[src/rtl/pipe_stage_reg.sv]
// Two-entry pipeline stage register (main + skid) with valid/ready handshake,
// hazard stall, synchronous flush and a running count of popped entries.
module pipe_stage_reg #(
  parameter int CTRL_W   = 4,
  parameter int DATA_W   = 32,
  parameter int NUM_DATA = 3,
  parameter int REG_W    = 5,
  parameter int CNT_W    = 16
) (
  input  logic                       CLK,
  input  logic                       RST,
  input  logic                       in_valid,
  output logic                       in_ready,
  input  logic [CTRL_W-1:0]          in_ctrl,
  input  logic [NUM_DATA*DATA_W-1:0] in_data,
  input  logic [REG_W-1:0]           in_reg,
  output logic                       out_valid,
  input  logic                       out_ready,
  output logic [CTRL_W-1:0]          out_ctrl,
  output logic [NUM_DATA*DATA_W-1:0] out_data,
  output logic [REG_W-1:0]           out_reg,
  input  logic                       stall,
  input  logic                       flush,
  output logic [1:0]                 occupancy,
  output logic [CNT_W-1:0]           xfer_count
);

  localparam logic [1:0] ST_EMPTY = 2'd0;
  localparam logic [1:0] ST_ONE   = 2'd1;
  localparam logic [1:0] ST_TWO   = 2'd2;

  logic [1:0]                 state_q, state_d;
  logic [CTRL_W-1:0]          mainCtrl_q, mainCtrl_d, skidCtrl_q, skidCtrl_d;
  logic [NUM_DATA*DATA_W-1:0] mainData_q, mainData_d, skidData_q, skidData_d;
  logic [REG_W-1:0]           mainReg_q, mainReg_d, skidReg_q, skidReg_d;
  logic [CNT_W-1:0]           cnt_q, cnt_d;
  logic                       accept, pop;

  // Handshake outputs depend only on the state register, never on downstream inputs.
  assign in_ready   = (state_q != ST_TWO) & ~RST;
  assign out_valid  = (state_q != ST_EMPTY);
  assign out_ctrl   = out_valid ? mainCtrl_q : '0;
  assign out_data   = mainData_q;
  assign out_reg    = mainReg_q;
  assign xfer_count = cnt_q;

  always_comb begin
    occupancy = 2'd0;
    if (state_q == ST_ONE)      occupancy = 2'd1;
    else if (state_q == ST_TWO) occupancy = 2'd2;
  end

  assign accept = in_valid & in_ready & ~flush;
  assign pop    = out_valid & out_ready & ~stall;

  always_comb begin
    state_d    = state_q;
    mainCtrl_d = mainCtrl_q;
    mainData_d = mainData_q;
    mainReg_d  = mainReg_q;
    skidCtrl_d = skidCtrl_q;
    skidData_d = skidData_q;
    skidReg_d  = skidReg_q;
    cnt_d      = cnt_q;
    // Flush overrides everything, including a pop that would otherwise be counted.
    if (flush) begin
      state_d    = ST_EMPTY;
      mainCtrl_d = '0;
      skidCtrl_d = '0;
    end else begin
      if (pop) cnt_d = cnt_q + CNT_W'(1);
      case (state_q)
        ST_EMPTY: begin
          if (accept) begin
            state_d    = ST_ONE;
            mainCtrl_d = in_ctrl;
            mainData_d = in_data;
            mainReg_d  = in_reg;
          end
        end
        ST_ONE: begin
          if (accept && pop) begin
            mainCtrl_d = in_ctrl;
            mainData_d = in_data;
            mainReg_d  = in_reg;
          end else if (accept) begin
            state_d    = ST_TWO;
            skidCtrl_d = in_ctrl;
            skidData_d = in_data;
            skidReg_d  = in_reg;
          end else if (pop) begin
            state_d = ST_EMPTY;
          end
        end
        ST_TWO: begin
          if (pop) begin
            state_d    = ST_ONE;
            mainCtrl_d = skidCtrl_q;
            mainData_d = skidData_q;
            mainReg_d  = skidReg_q;
          end
        end
        default: state_d = ST_EMPTY;
      endcase
    end
  end

  always_ff @(posedge CLK or posedge RST) begin
    if (RST) begin
      state_q    <= ST_EMPTY;
      mainCtrl_q <= '0;
      mainData_q <= '0;
      mainReg_q  <= '0;
      skidCtrl_q <= '0;
      skidData_q <= '0;
      skidReg_q  <= '0;
      cnt_q      <= '0;
    end else begin
      state_q    <= state_d;
      mainCtrl_q <= mainCtrl_d;
      mainData_q <= mainData_d;
      mainReg_q  <= mainReg_d;
      skidCtrl_q <= skidCtrl_d;
      skidData_q <= skidData_d;
      skidReg_q  <= skidReg_d;
      cnt_q      <= cnt_d;
    end
  end

endmodule

[config.mk]
export PLATFORM = sky130hd
export DESIGN_NAME = pipe_stage_reg
export DESIGN_NICKNAME = d
export VERILOG_FILES = /design/src/rtl/pipe_stage_reg.sv
export SDC_FILE = /design/constraint.sdc
export NUM_CORES = 1
export LEC_CHECK = 0
export CAP_MARGIN = 20
export CORE_MARGIN = 5
export CORE_UTILIZATION = 45
export DETAILED_ROUTE_END_ITERATION = 10
export GPL_ROUTABILITY_DRIVEN = 1
export PLACE_DENSITY = 0.76
export RECOVER_POWER = 100
export REMOVE_ABC_BUFFERS = 1
export SLEW_MARGIN = 20
export SYNTH_ARGS = -nofsm -noshare
export SYNTH_HDL_FRONTEND = slang
export SYNTH_SLANG_ARGS = --single-unit
export TNS_END_PERCENT = 100
[constraint.sdc]
create_clock -name CLK -period 6.8 [get_ports CLK]
set_input_delay 0.68 -clock CLK [delete_from_list [all_inputs] [get_ports CLK]]
set_output_delay 0.68 -clock CLK [all_outputs]
set_load 0.005 [all_outputs]
**Word level (Yosys, flattened, before mapping)**

Cells that the tools add are included.

- Equal/unequal tests: 12
- Add/subtract/negate cells: 1
- Muxes and demuxes: 26
- Bitwise gates (word level): 9
- Reductions and logical operators: 13

Operators by type and width:

| kind | count |
|---|---|
| $mux 96 | 3 |
| $pmux 96 s3 | 1 |
| $mux 4 | 8 |
| $add 16x1->16 const B | 1 |
| $mux 2 | 8 |
| $mux 5 | 3 |
| $pmux 5 s3 | 1 |
| $pmux 4 s3 | 1 |
| $reduce_and 4->1 | 3 |
| $ne 3x3->1 const B | 3 |
| $ne 2x2->1 const B | 4 |
| $pmux 2 s3 | 1 |
| $reduce_bool 2->1 | 3 |
| $and 1x1->1 | 5 |
| $reduce_and 5->1 | 1 |
| $ne 4x4->1 const B | 1 |
| $not 1->1 | 4 |
| $reduce_bool 4->1 | 1 |
| $ne 3x2->1 const B | 1 |
| $reduce_and 3->1 | 1 |
| $reduce_bool 3->1 | 1 |
| $eq 2x1->1 const B | 1 |
| $eq 2x2->1 const B | 1 |
| $logic_not 2->1 | 1 |
| other kinds (3) | 3 |

- Output and inout bits: 125
- Register bits after elaboration: 228

**Depth between registers and ports, before layout**

Gate-level depths: netlist (run 1).

- Depth after elaboration: 8
- Depth in mapped cells: 8
- Mapped depth without buffers: 5

**Least setup slack after synthesis (run 1)**

No wires, ideal clock.

- Path type: input port to flip-flop
- From: input stall
- To: register mainData_q[0], in the netlist out_data[0]
- Setup time: 0.125 ns
- Stages on the path: 6
- Arrival time: 2.020 ns
- Slack: 4.655 ns
- Cell sequence: nand2b_1 -> nor3_4 -> o21a_4 -> buf_12 -> buf_12 -> mux2_4

- Word-level cells in the longest chain between the ends: 5
- Elaborated cells on any way between the ends: 6
- Those cells by class: eq/ne (2); bitwise (2); reduce/logical (2)

RTL lines:

| what | RTL line | text |
|---|---|---|
| start: declaration | 22 | `input logic stall,` |
| $not 1->1 * | 54 | `assign pop = out_valid & out_ready & ~stall;` |
| $and 1x1->1 * | 54 |  |
| $logic_and 1x1->1 | 82 | `if (accept && pop) begin` |
| $ne 2x1->1 (no line) | n/a |  |
| $reduce_and 5->1 (no line) * | n/a |  |
| end signal: assignment | 121 | `mainData_q <= mainData_d;` |
| end: declaration | 34 | `logic [NUM_DATA*DATA_W-1:0] mainData_q, mainData_d, skidData_q, skidData_d;` |

Every way passes the cells marked *; elsewhere a longest branch is shown, timed or not.
A chain may end at the register's enable or synchronous reset.

**Worst setup path after layout (run 1)**

- From: register state_q[1]
- To: output occupancy[1]

- Word-level cells in the longest chain between the ends: 3
- Elaborated cells on any way between the ends: 4
- Those cells by class: eq/ne (2); mux (2)

RTL lines:

| what | RTL line | text |
|---|---|---|
| start: declaration | 32 | `logic [1:0] state_q, state_d;` |
| start signal: assignment | 119 | `state_q <= state_d;` |
| $eq 2x2->1 | 50 | `else if (state_q == ST_TWO) occupancy = 2'd2;` |
| $mux 2 | 50 |  |
| $mux 2 * | 49 | `if (state_q == ST_ONE) occupancy = 2'd1;` |
| end: declaration | 24 | `output logic [1:0] occupancy,` |

Marks and branches as above.

==> flow_summary.toml, run 1 <==
[logic_synthesis]
yosys_warnings = 0
syn-cell-area_um2 = 10500
synth_seq_area_share_pct = 54.4
synth_edf_count = 0
ys_seq_elements = 228
syn_area_per_cell_um2 = 12.0
synthArstFlopShare_pct = 100
synth_cell_types = 36
ys_dominant_reg_cell = "dfrtp_1"
synth_top_area_share_pct = 54.4
synth.largest_area_cell = "dfrtp_1"
synth.area.top_cells = "dfrtp_1 54%, mux2_4 13%, mux2_2 12%"
synth_cells = 870

[floorplanning]
initial_core_util_pct = 46.0
die_area_um2 = 26400
dieHeight_um = 163
coreArea_um2 = 22800
io_pins = 236
die_x_um = 163
rows = 55

[clocking]
cts_resized = 0
postCtsSetupBuffers = 0
h-tree-depth = 1
clockBufferDepth = 3
path_clk_slew_ns = 0.06
ctsHoldBuffers = 0
cts_tree = "done"
clock_latency_ns = 0.50
cts_root_buf = "clkbuf_16"
cts.sinks = 228
cts_made_buffers = 25

[place]
dp_hpwl_um = 15500
routabilityCongestion = 0.764
pre_cts_slack_ns = 3.04
io_buffers = 235
placed_cells = 1380

[global_route]
grt_max_degree = 116
antenna_found_initial = 0
grt_usage_pct = 18.0
grt_pass1_wl_um = 39300
grt-ovfl-total = 0
grt_pass1_vias = 7371

[run_status]
violations = "capacitance limit, slew limit"
status = "complete, but fails checks"

[cells_and_area]
n_antenna_cell = 0
seqCellArea_um2 = 5710
instances_no_fill = 1420
multi_input_comb_area_um2 = 4050
syn2layout_area_growth_pct = 27.2
num-nets-final = 1206
drive_gt1_share_pct = 14.5
nFillCells = 1916
post-route-util_pct = 58.5

[drt]
drtIter0Drc = 359
firstDrtPassIters = 6
routed_wirelength_um = 24100
drc = 0
routedWlPerCell_um = 17.0
drtAntennaViolNets = 0
via_per_inst = 4.94
vias = 7015

[worst_setup_path]
rr_worst_depth = 6
critical_path_class = "reg -> out"
worstReg2RegStart = "state_q[1]$_DFFE_PP0P_"
start_kind = "register"
worstPathRequired_ns = 6.12
crit_path_end_kind = "primary output"
r2r-end = "skidData_q[5]$_DFFE_PP0P_"
critPathMaxFanout = 45
worstPathArrival_ns = 4.04
ff2ff_setup_slack_ns = 2.63
crit_path_start = "state_q[1]$_DFFE_PP0P_"
crit_end = "occupancy[1]"

[power]
power.density_nw_per_um2 = 293
leakage_nw = 6.28
ir_drop_mv = 0.177

[sta]
max_freq_ghz = 0.212
post-route-period-util_pct = 69.4
setup_slack_ns = 2.08
tns_ns = 0
period_needed_ns = 4.72
finalClockSkew_ns = 0.00727
grt_setup_unrepaired = "no"
finalSetupViolations = 0
finalHoldViolCount = 0
relSlewSlack_pct = -80.9
hold_ws_ns = 0.480
worst_pin_slew_ns = 2.71
final_max_slew_viol_count = 192

[flow_run]
drv_cap = 4

[min_path]
hp-start = "out_data[21]$_DFFE_PP0P_"
hp-class = "reg -> reg"
cell families (layout without fill, tap and decap cells):
kind of cell	after synthesis	after routing	share of synthesized area [%]
AND/OR/NAND/NOR	351	351	13.5
buffers and inverters	51	288	3.81
flip-flops	228	228	54.4
XOR/XNOR	15	15	1.25
adder cells (fa/ha/maj)	1	1	0.119
AO/OA/AOI/OAI	13	13	1.10
multiplexers	211	211	25.8
cells in the mapped netlist (all sizes together) (6+ instances only):
cell type / count
clkbuf: 11
nand2: 309
mux2: 203
nor2: 7
nor3: 6
xor2: 8
mux2i: 8
buf: 35
dfrtp: 228
nand3: 7
xnor2: 7
layer usage:
layer  up-vias  share of wire (%)  global-route usage (%)
met5         -                  0                       0
met4         0                2.4                    4.88
met3        37                6.2                    3.70
met2       200                 47                    29.6
met1      3444                 44                    24.6
li1       3334                  -                       -
how the worst min path moves through the flow:
stage	cells after the start	endpoint
global route	1	out_data[9]$_DFFE_PP0P_
detailed placement	1	xfer_count[11]$_DFFE_PP0P_
global placement	1	xfer_count[15]$_DFFE_PP0P_
finish	1	out_data[21]$_DFFE_PP0P_
floorplan	1	xfer_count[15]$_DFFE_PP0P_
CTS	1	xfer_count[15]$_DFFE_PP0P_
layout by cell type (no fill, tap or decap), types with 2 or more instances in the layout:
| master | instances |
|---|---|
| xnor2_1 | 7 |
| o21ai_0 | 4 |
| and3_1 | 2 |
| nor3b_1 | 2 |
| o311a_1 | 4 |
| clkbuf_8 | 5 |
| nand4_1 | 2 |
| nor2b_1 | 3 |
| and4_1 | 3 |
| mux2_2 | 113 |
| inv_1 | 3 |
| mux2i_1 | 8 |
| clkdlybuf4s50_1 | 112 |
| dfrtp_1 | 228 |
| nor2_1 | 7 |
| dlygate4sd3_1 | 123 |
| and2_0 | 3 |
| mux2_1 | 84 |
| mux2_4 | 6 |
| nand2_1 | 309 |
| clkbuf_1 | 11 |
| nand2b_1 | 3 |
| nand3_1 | 7 |
| buf_4 | 3 |
| nor3_1 | 5 |
| nor4_1 | 2 |
| xor2_1 | 8 |
| clkbuf_16 | 25 |
through the flow:
step	total power, mW	instance area, µm²
2_1_floorplan	2.32	10100
3_3_place_gp	2.83	12900
3_5_place_dp	2.86	12900
4_1_cts	4.16	13700
5_1_grt	4.13	13300
6_report	3.91	13300
where the power goes:
| part | internal, mW | total, mW | switching [mW] |
|---|---|---|---|
| Sequential | 1.68 | 1.86 | 0.177 |
| Clock | 0.761 | 1.27 | 0.507 |
| Combinational | 0.509 | 0.787 | 0.279 |
| Total | 2.95 | 3.91 | 0.963 |
critical path, stage by stage, from the launching register on:
cell and delay [ns]:
dfrtp_1 0.46, nand2b_1 0.35, clkinvlp_2 0.24, clkbuf_1 1.66, clkdlybuf4s50_1 0.79
cell type report:
cell class                 count  share of cell area (%)
sequential                   228                    42.8
multi-input combinational    591                    30.3
timing repair buffer         243                    18.0
clock buffer                  38                    5.43
clock inverter                 2                   0.263
tap                          313                    2.94
inverter                       5                   0.206
Power figures use the tool's default switching activity.
==> run 2: changes to the inputs <==
Settings changed: PLACE_DENSITY 0.76 to 0.73.
Clock period 6.8 ns to 4.8 ns, I/O delays scaled along.
==> flow_summary.toml, run 2 (synthesized netlist as in run 1, its figures left out) <==
[run_status]
status = "complete, but fails checks"
violations = "capacitance limit, slew limit"

[drt]
routed_wirelength_um = 24200
firstDrtPassIters = 4
drtIter0Drc = 285
vias = 7127
via_per_inst = 5.02
drtAntennaViolNets = 0
routedWlPerCell_um = 17.0
drc = 0

[cells_and_area]
num-nets-final = 1206
n_antenna_cell = 0
drive_gt1_share_pct = 15.0
fin_area_um2 = 13400
post-route-util_pct = 58.9
syn2layout_area_growth_pct = 27.9
nFillCells = 1907
final_cell_mix = "309 x nand2_1, 228 x dfrtp_1, 125 x dlygate4sd3_1"
instances_no_fill = 1421
final_common_cell = "nand2_1"

[global_route]
grt_pass1_vias = 7386
antenna_found_initial = 0
grt-ovfl-total = 0
grt_usage_pct = 18.0
grt_max_degree = 130
grt_pass1_wl_um = 39000

[clocking]
clock_latency_ns = 0.50
clockBufferDepth = 3
cts_resized = 0
ctsHoldBuffers = 0
cts_root_buf = "clkbuf_16"
cts_tree = "done"
cts_made_buffers = 25
cts.sinks = 228
path_clk_slew_ns = 0.06
postCtsSetupBuffers = 0
h-tree-depth = 1

[sta]
relSlewSlack_pct = -86.8
max_freq_ghz = 0.289
setup_slack_ns = 1.34
worst_pin_slew_ns = 2.80
period_needed_ns = 3.46
finalSetupViolations = 0
finalClockSkew_ns = 0.00748
final_max_slew_viol_count = 220
post-route-period-util_pct = 72.1
finalHoldViolCount = 0
grt_setup_unrepaired = "no"
hold_ws_ns = 0.466

[worst_setup_path]
critPathMaxFanout = 90
rr_worst_depth = 5
worstPathRequired_ns = 5.19
ff2ff_setup_slack_ns = 1.34
worstPathArrival_ns = 3.85
critical_path_class = "reg -> reg"
worstReg2RegStart = "state_q[1]$_DFFE_PP0P_"
start_kind = "register"
crit_path_end_kind = "register"
r2r-end = "mainCtrl_q[0]$_DFFE_PP0P_"

[floorplanning]
dieHeight_um = 163
initial_core_util_pct = 46.0
coreArea_um2 = 22800
die_x_um = 163
die_area_um2 = 26400
io_pins = 236
rows = 55

[place]
io_buffers = 235
dpl_cell_area_um2 = 12900
placed_cells = 1380
dp_hpwl_um = 15400
pre_cts_slack_ns = 1.62
routabilityCongestion = 0.754

[min_path]
hp-start = "xfer_count[15]$_DFFE_PP0P_"
min_path_cells = 1
hp-class = "reg -> reg"
holdPathEnd = "xfer_count[15]$_DFFE_PP0P_"

[power]
power.density_nw_per_um2 = 424
ir_drop_mv = 0.286
leakage_nw = 6.32

[flow_run]
drv_cap = 2
[run 2: changes by cell type in the layout (fill, tap and decap cells not counted), moves of 3 or more]
cell,previous run,this run
clkbuf_1,11,2
mux2_4,6,2
clkinv_2,1,6
bufinv_16,1,4
mux2_1,84,88
[run 2: worst max-delay path: stages (launching register included)]
cell	delay, ns
dfrtp_1	0.45
nand2b_1	0.60
clkbuf_2	1.66
mux2i_1	0.29
o21ai_0	0.16
o311a_1	0.17
[run 2: per-stage QoR]
step / total power [mW] / TNS [ns]
after global placement: 4.01 / 0
after CTS: 6.04 / 0
after global routing: 5.99 / 0
after detailed placement: 4.06 / 0
final: 5.69 / 0
after floorplan: 3.29 / -904.12
[run 2: layer usage]
layer	global-route usage (%)	part of all wire (%)	vias up	routed length, µm
met1	24.0	44	3541	10700
met4	4.69	2.2	0	521
met5	0	0	-	0
met2	29.1	46	219	11100
met3	4.96	7.3	38	1770
li1	-	-	3329	-
[run 2: cell type report]
| class | instances | area, µm² | share of cell area, % |
|---|---|---|---|
| Clock inverter | 11 | 158 | 1.18 |
| Inverter | 5 | 23.8 | 0.177 |
| Clock buffer | 30 | 674 | 5.03 |
| Tap cell | 313 | 392 | 2.92 |
| Timing Repair Buffer | 243 | 2430 | 18.1 |
| Multi-Input combinational cell | 591 | 4020 | 30.0 |
| Sequential cell | 228 | 5710 | 42.5 |
[run 2: where the power goes]
group          switching (mW)  internal (mW)  leakage, nW
Combinational           0.396          0.715         3.07
Clock                   0.742           1.21        0.412
Sequential              0.253           2.38         2.85
[run 2: worst max-delay path by stage]
stage	start	endpoint	slack, ns	depth (start not counted)
floorplan	in_valid	skidData_q[0]$_DFFE_PP0P_	-3.74	4
global placement	RST	out_data[85]$_DFFE_PP0P_	1.68	6
detailed placement	RST	out_data[88]$_DFFE_PP0P_	1.62	6
CTS	state_q[1]$_DFFE_PP0P_	occupancy[1]	1.77	4
global route	state_q[1]$_DFFE_PP0P_	mainCtrl_q[0]$_DFFE_PP0P_	1.06	5
finish	state_q[1]$_DFFE_PP0P_	mainCtrl_q[0]$_DFFE_PP0P_	1.34	5
==> run 3: changes to the inputs <==
Settings changed: PLACE_DENSITY 0.73 to 0.76.
Clock period 4.8 ns to 2.97 ns, I/O delays scaled along.
==> flow_summary.toml, run 3 (synthesized netlist as in run 1, its figures left out) <==
[clocking]
path_clk_slew_ns = 0.06
postCtsSetupBuffers = 0
cts_made_buffers = 25
cts_resized = 0
ctsHoldBuffers = 0
clockBufferDepth = 3
h-tree-depth = 1
cts.sinks = 228
clock_latency_ns = 0.51
cts_root_buf = "clkbuf_16"
cts_tree = "done"

[sta]
finalClockSkew_ns = 0.00829
tns_ns = 0
grt_setup_unrepaired = "no"
period_needed_ns = 2.61
relSlewSlack_pct = -16.5
setup_slack_ns = 0.363
finalHoldViolCount = 0
final_max_slew_viol_count = 80
worst_pin_slew_ns = 1.75
finalSetupViolations = 0
post-route-period-util_pct = 87.8
max_freq_ghz = 0.384

[power]
leakage_nw = 6.42
power.density_nw_per_um2 = 674
ir_drop_mv = 0.376

[floorplanning]
die_x_um = 163
rows = 55
coreArea_um2 = 22800
dieHeight_um = 163
die_area_um2 = 26400
io_pins = 236
initial_core_util_pct = 46.0

[drt]
drtAntennaViolNets = 0
drc = 0
routed_wirelength_um = 25000
via_per_inst = 4.96
vias = 7127
routedWlPerCell_um = 17.4
firstDrtPassIters = 4
drtIter0Drc = 330

[global_route]
antenna_found_initial = 0
grt_max_degree = 80
grt_usage_pct = 18.8
grt-ovfl-total = 0
grt_pass1_vias = 7599
grt_pass1_wl_um = 40900

[min_path]
hp-class = "in -> reg"

[flow_run]
drv_cap = 1

[worst_setup_path]
slowest_stage = "clkbuf_2"
crit_path_end_kind = "register"
ff2ff_setup_slack_ns = 0.36
worstPathArrival_ns = 2.99
critPathMaxFanout = 52
worstPathRequired_ns = 3.36
critPathBufInv = 2
cp_top_family = "buffers and inverters"
start_kind = "register"
path_cells = "nand2b_4 -> clkinv_2 -> clkbuf_2 -> mux2i_1 -> o21ai_0 -> o311a_1"
critical_path_class = "reg -> reg"
critPathMaxStageDelay_ns = 0.96

[place]
placed_cells = 1392
pre_cts_slack_ns = 0.405
routabilityCongestion = 0.790
dp_hpwl_um = 16900
io_buffers = 235

[cells_and_area]
instances_no_fill = 1436
seqCellArea_um2 = 5710
final_cell_mix = "309 x nand2_1, 228 x dfrtp_1, 122 x dlygate4sd3_1"
drive_gt1_share_pct = 16.8
n_antenna_cell = 0
final_common_cell = "nand2_1"
num-nets-final = 1218
syn2layout_area_growth_pct = 29.6
nFillCells = 1923
post-route-util_pct = 59.6
multi_input_comb_area_um2 = 4070

[run_status]
violations = "capacitance limit, slew limit"
status = "complete, but fails checks"
## run 3: cell types whose count changed in the layout (fill, tap and decap cells not counted), sizes merged
cell | before | now
clkinv | 6 | 3
bufinv | 4 | 0
buf | 6 | 12
clkinvlp | 3 | 1
dlygate4sd3 | 125 | 122
clkbuf | 32 | 50
clkdlybuf4s50 | 110 | 113
## run 3: layer usage
layer | vias up | wire, µm | GRT usage (%)
li1 | 3359 | - | -
met1 | 3546 | 11200 | 26.3
met2 | 189 | 11800 | 30.8
met3 | 33 | 1510 | 4.07
met4 | 0 | 486 | 3.66
met5 | - | 0 | 0
## run 3: power by group
group / total [mW] / switching (mW) / internal, mW
logic: 1.84 / 0.645 / 1.19
registers: 4.26 / 0.414 / 3.85
clock network: 3.06 / 1.20 / 1.86
## run 3: metrics by stage
step | total power, mW | hold slack (ns) | instance area [µm²]
5_1_grt | 9.65 | 0.418 | 13600
3_3_place_gp | 6.52 | 0.457 | 13200
6_report | 9.16 | 0.428 | 13600
2_1_floorplan | 5.32 | 0.363 | 10100
4_1_cts | 9.71 | 0.368 | 14000
3_5_place_dp | 6.60 | 0.468 | 13200
## run 3: cell type report
| cell class | instances | area share (%) |
|---|---|---|
| Clock inverter | 2 | 0.0737 |
| Inverter | 5 | 0.175 |
| Clock buffer | 42 | 6.03 |
| Tap cell | 313 | 2.88 |
| Timing Repair Buffer | 255 | 18.9 |
| Multi-Input combinational cell | 591 | 29.9 |
| Sequential cell | 228 | 42.0 |
## run 3: final timing paths
check / from / end / cells after the start
max: state_q[1]$_DFFE_PP0P_ / mainCtrl_q[3]$_DFFE_PP0P_ / 6
min: in_ctrl[3] / skidCtrl_q[3]$_DFFE_PP0P_ / 3
max reg2reg: state_q[1]$_DFFE_PP0P_ / mainCtrl_q[3]$_DFFE_PP0P_ / 6
min reg2reg: xfer_count[15]$_DFFE_PP0P_ / xfer_count[15]$_DFFE_PP0P_ / 1
max in group asynchronous: RST / skidData_q[36]$_DFFE_PP0P_ / 3
min in group asynchronous: RST / skidCtrl_q[0]$_DFFE_PP0P_ / 2
## run 3: worst min-delay path, stage by stage
cell and delay, ns:
clkdlybuf4s50_1 0.42, mux2i_1 0.13, nor2_1 0.05
==> RTL edit 1, RTL diff (settings of run 2) <==
Change the parameter `CNT_W` from 16 to 12.
--- a/src/rtl/pipe_stage_reg.sv
+++ b/src/rtl/pipe_stage_reg.sv
@@ -5,7 +5,7 @@
   parameter int DATA_W   = 32,
   parameter int NUM_DATA = 3,
   parameter int REG_W    = 5,
-  parameter int CNT_W    = 16
+  parameter int CNT_W    = 12
 ) (
   input  logic                       CLK,
   input  logic                       RST,
Ports: changed (resized xfer_count); port bits go from 236 to 232. No check against the original RTL was run, so the function may have changed too.
==> RTL edit 1 against run 2 <==
The run still ends with capacitance limit, slew limit left. Setup slack got worse by 220 ps. Sequential cell count decreased by 4. Wire length decreased by 0.74%. Final cell count decreased by 10%. Synthesized cell count decreased by 11%. Hold slack improved by 1.1 ps. Via count decreased by 4.3%. Synthesized area decreased by 3.8%. Sequential power decreased by 2%. Global-route usage increased by 0.40 points. First-iteration DRC count increased by 23%. Power decreased by 1.3%. Final area decreased by 1.9%. Largest power group unchanged. Highest routed layer is now met5.
==> RTL edit 1: results (changes against run 2) <==
GR Util met1 - 0.2405 (was 0.2404)
Grt met3 use - 0.06057 (was 0.04961)
Max Used Layer - met5 (was met4)
Met2 WL - 11440 um (was 11130 um)
Final slew viol count - 192 (was 220)
VDD IR max - 0.0003052 V (was 0.0002859 V)
First-pass GRT wire length - 38630 um (was 38990 um)
Status - finished with violations (unchanged)
Final Instance Area - 13160 sq um (was 13410 sq um)
Final clock-cell share - 0.06123 (was 0.06205)
Synth area leaders - dfrtp_1, mux2_2, mux2i_1 (was dfrtp_1, mux2_4, mux2_2)
Failing checks - capacitance limit, slew limit (unchanged)
# diodes - 1 (was 0)
Drt wl/cell - 18.75 um (was 17.00 um)
Synth cell count leaders - dfrtp_1, nor2_1, mux2i_1 (was nand2_1, dfrtp_1, mux2_2)
Port Buffers - 231 (was 235)
Invs w/o clock - 3 (was 5)
Post-synth cell types - 37 (was 36)
Crit path largest cell delay - 1520 ps (was 1660 ps)
Layout fillers - 1810 (was 1907)
Multi-input logic cell count - 483 (was 591)
Starting DRT DRC Count - 350 (was 285)
MaxCap Viol Count - 4 (was 2)
Placed Instances - 1233 (was 1380)
Clock sinks - 224 (was 228)
RTL edit 1: worst min path at each step:
stage / endpoint / start / cells after the start
global placement: xfer_count[11] / xfer_count[11] / 1
finish: xfer_count[11] / xfer_count[11] / 1
floorplan: xfer_count[11] / xfer_count[11] / 1
global route: xfer_count[11] / xfer_count[11] / 1
CTS: xfer_count[11] / xfer_count[11] / 1
detailed placement: xfer_count[11] / xfer_count[11] / 1
RTL edit 1: per-stage QoR:
stage / setup WS [ps] / total power, mW
3_3_place_gp: 1584 / 3.895
6_report: 1116 / 5.616
5_1_grt: 899.0 / 5.937
3_5_place_dp: 1584 / 3.942
4_1_cts: 1883 / 5.815
2_1_floorplan: -1814 / 3.216
RTL edit 1: logic make-up after synthesis:
family / synth area share
mux: 0.2181
fa+ha+maj: 0.001241
flops: 0.5559
buf+inv: 0.04616
xor+xnor: 0.009554
compound gates: 0.1017
simple gates: 0.06725
==> RTL edit 2, RTL diff (flow settings as in run 2) <==
Without the edit above. Take the reset off `skidData_q` and load it in a clocked block of its own.
--- a/src/rtl/pipe_stage_reg.sv
+++ b/src/rtl/pipe_stage_reg.sv
@@ -112,7 +112,6 @@
       mainData_q <= '0;
       mainReg_q  <= '0;
       skidCtrl_q <= '0;
-      skidData_q <= '0;
       skidReg_q  <= '0;
       cnt_q      <= '0;
     end else begin
@@ -121,11 +120,14 @@
       mainData_q <= mainData_d;
       mainReg_q  <= mainReg_d;
       skidCtrl_q <= skidCtrl_d;
-      skidData_q <= skidData_d;
       skidReg_q  <= skidReg_d;
       cnt_q      <= cnt_d;
     end
   end
 
+  always_ff @(posedge CLK) begin
+    skidData_q <= skidData_d;
+  end
+
 endmodule
 
Function: no difference found for any inputs over 4 cycles, from zero or initial values and one cycle with RST high; that may be too few to reach the edited logic, so the function may still have changed.
==> RTL edit 2 against run 2 <==
The run still ends with capacitance limit, slew limit left. Sequential cell count unchanged. Count of clock-buffer cells in the layout increased by 10. Global-route usage decreased by 0.22 points. Critical path depth unchanged. Wire length decreased by 9.6%. Power decreased by 10%. Largest power group unchanged. Final area decreased by 5.4%. Synthesized area decreased by 7.2%. Setup slack got worse by 300 ps. Register-to-register slack got worse by 170 ps.
==> RTL edit 2: results (changes against run 2) <==
Failing checks - capacitance limit, slew limit (unchanged)
Total CTS buffers - 25 (unchanged)
Post-synth cell types - 39 (was 36)
First-pass GRT wire length - 35210 um (was 38990 um)
Initial antenna violation count - 5 (was 0)
FF-to-FF path depth - 4 (was 5)
Hold Crit Depth - 1 (unchanged)
Root Buffer - clkbuf_16 (unchanged)
CP arrival - 3880 ps (was 3850 ps)
Final Wtd Congestion - 0.8130 (was 0.7539)
Starting DRT DRC Count - 290 (was 285)
Synth cell count leaders - dfrtp_1, mux2_2, edfxtp_1 (was nand2_1, dfrtp_1, mux2_2)
Slew headroom - -0.5185 (was -0.8681)
Reg2Reg Launch Point - state_q[1] (unchanged)
Status - finished with violations (unchanged)
MaxCap Viol Count - 2 (unchanged)
Vias in the first global route - 6211 (was 7386)
Worst R2R End - skidData_q[58] (was mainCtrl_q[0])
Post-synth EDFFs - 96 (was 0)
Layout fillers - 1666 (was 1907)
Worst R2R Setup Slack - 1170 ps (was 1340 ps)
Cells after synthesis - 553 (was 870)
Routed WL - 21830 um (was 24150 um)
Final slew viol count - 114 (was 220)
Hold Path Origin - out_data[45] (was xfer_count[15])
Hpwl dp - 14610 um (was 15380 um)
VDD IR max - 0.0002130 V (was 0.0002859 V)
Clk_skew - 17.02 ps (was 7.481 ps)
Asr flop ratio synth - 0.5789 (was 1.000)
Synth area leaders - dfrtp_1, edfxtp_1, mux2_4 (was dfrtp_1, mux2_4, mux2_2)
Htree depth - 1 (unchanged)
Yosys warnings - 0 (unchanged)
Register area share after synthesis - 0.6360 (was 0.5444)
Placed Instances - 1046 (was 1380)
Worst Path Max Fanout - 17 (was 90)
# Post-CTS Setup Buffers - 0 (unchanged)
Layout cells sized above 1 - 0.1789 (was 0.1498)
Leak pwr - 4.951 nW (was 6.323 nW)
Final cell count without fillers - 1093 (was 1421)
Clock transition at the registers of the reported paths - 60 ps (about the same)
Skew-Pair Late Insertion Delay - 510 ps
GRT Total Usage - 0.1774 (was 0.1795)
Vias per inst - 5.093 (was 5.015)
Number of gates resized after cts - 0 (unchanged)
Min-delay worst type - reg -> reg (unchanged)
Hold endpoint - out_data[45] (was xfer_count[15])
Maximum number of pins on one net before global-route repair - 102 (was 130)
Clk buf depth - 3 (unchanged)
Nets - 910 (was 1206)
[RTL edit 2: cell count changes after synthesis, sizes merged, moves of 4 or more]
cell	run 2	this run
mux2	203	208
nor3	6	10
xor2	8	2
edfxtp	0	96
buf	35	22
clkbuf	11	3
nand2	309	9
dfrtp	228	132
xnor2	7	13
[RTL edit 2: area by class of cell]
type / count / share of cell area
flip-flops and latches: 228 / 0.4876
well taps: 275 / 0.02712
inverters: 3 / 0.001183
clock inverters: 5 / 0.005917
multi-input cells: 297 / 0.2321
diodes: 2 / 0.0003945
clock buffers: 40 / 0.05454
repair buffers: 243 / 0.1911
[RTL edit 2: logic make-up after synthesis]
kind of cell,share of synthesized area
simple gates,0.03473
buf+inv,0.02380
compound gates,0.01003
flops,0.6360
xor+xnor,0.01351
mux,0.2807
fa+ha+maj,0.001286
[RTL edit 2: power by group]
| group | switching, mW | total [mW] | internal [mW] |
|---|---|---|---|
| clock network | 0.731 | 1.82 | 1.09 |
| logic | 0.321 | 0.862 | 0.541 |
| registers | 0.140 | 2.43 | 2.29 |
| total | 1.19 | 5.11 | 3.92 |
[RTL edit 2: worst max-delay path by stage]
stage,from,to,cells past startpoint
finish,RST,skidData_q[58],5
global route,RST,skidData_q[58],5
CTS,state_q[1],occupancy[1],3
detailed placement,RST,out_data[80],6
global placement,RST,out_data[83],6
floorplan,state_q[1],out_data[0],4
[RTL edit 2: per-layer routing]
metal  vias to the layer above  routed length, um  global-route usage
li1                       2539                  -                   -
met1                      2813               9124              0.2387
met2                       172              10580              0.2872
met3                        37               1648             0.05004
met4                         6                449             0.04506
met5                         -                 29                   0
[RTL edit 2: worst max-delay path, cell delays in order]
cell,delay (ps)
dlygate4sd3_1,620
nor3b_1,420
nand2_1,120
nor3_1,1400
clkbuf_1,830
[RTL edit 2: through the flow]
step | cell area (sq um) | hold slack [ps] | setup WS [ps]
after floorplan | 9507 | 468.3 | -6238
after global placement | 12310 | 463.3 | 1920
after detailed placement | 12310 | 469.6 | 1852
after CTS | 13080 | 489.3 | 1639
after global routing | 12690 | 497.1 | 764.5
final | 12690 | 478.8 | 1036
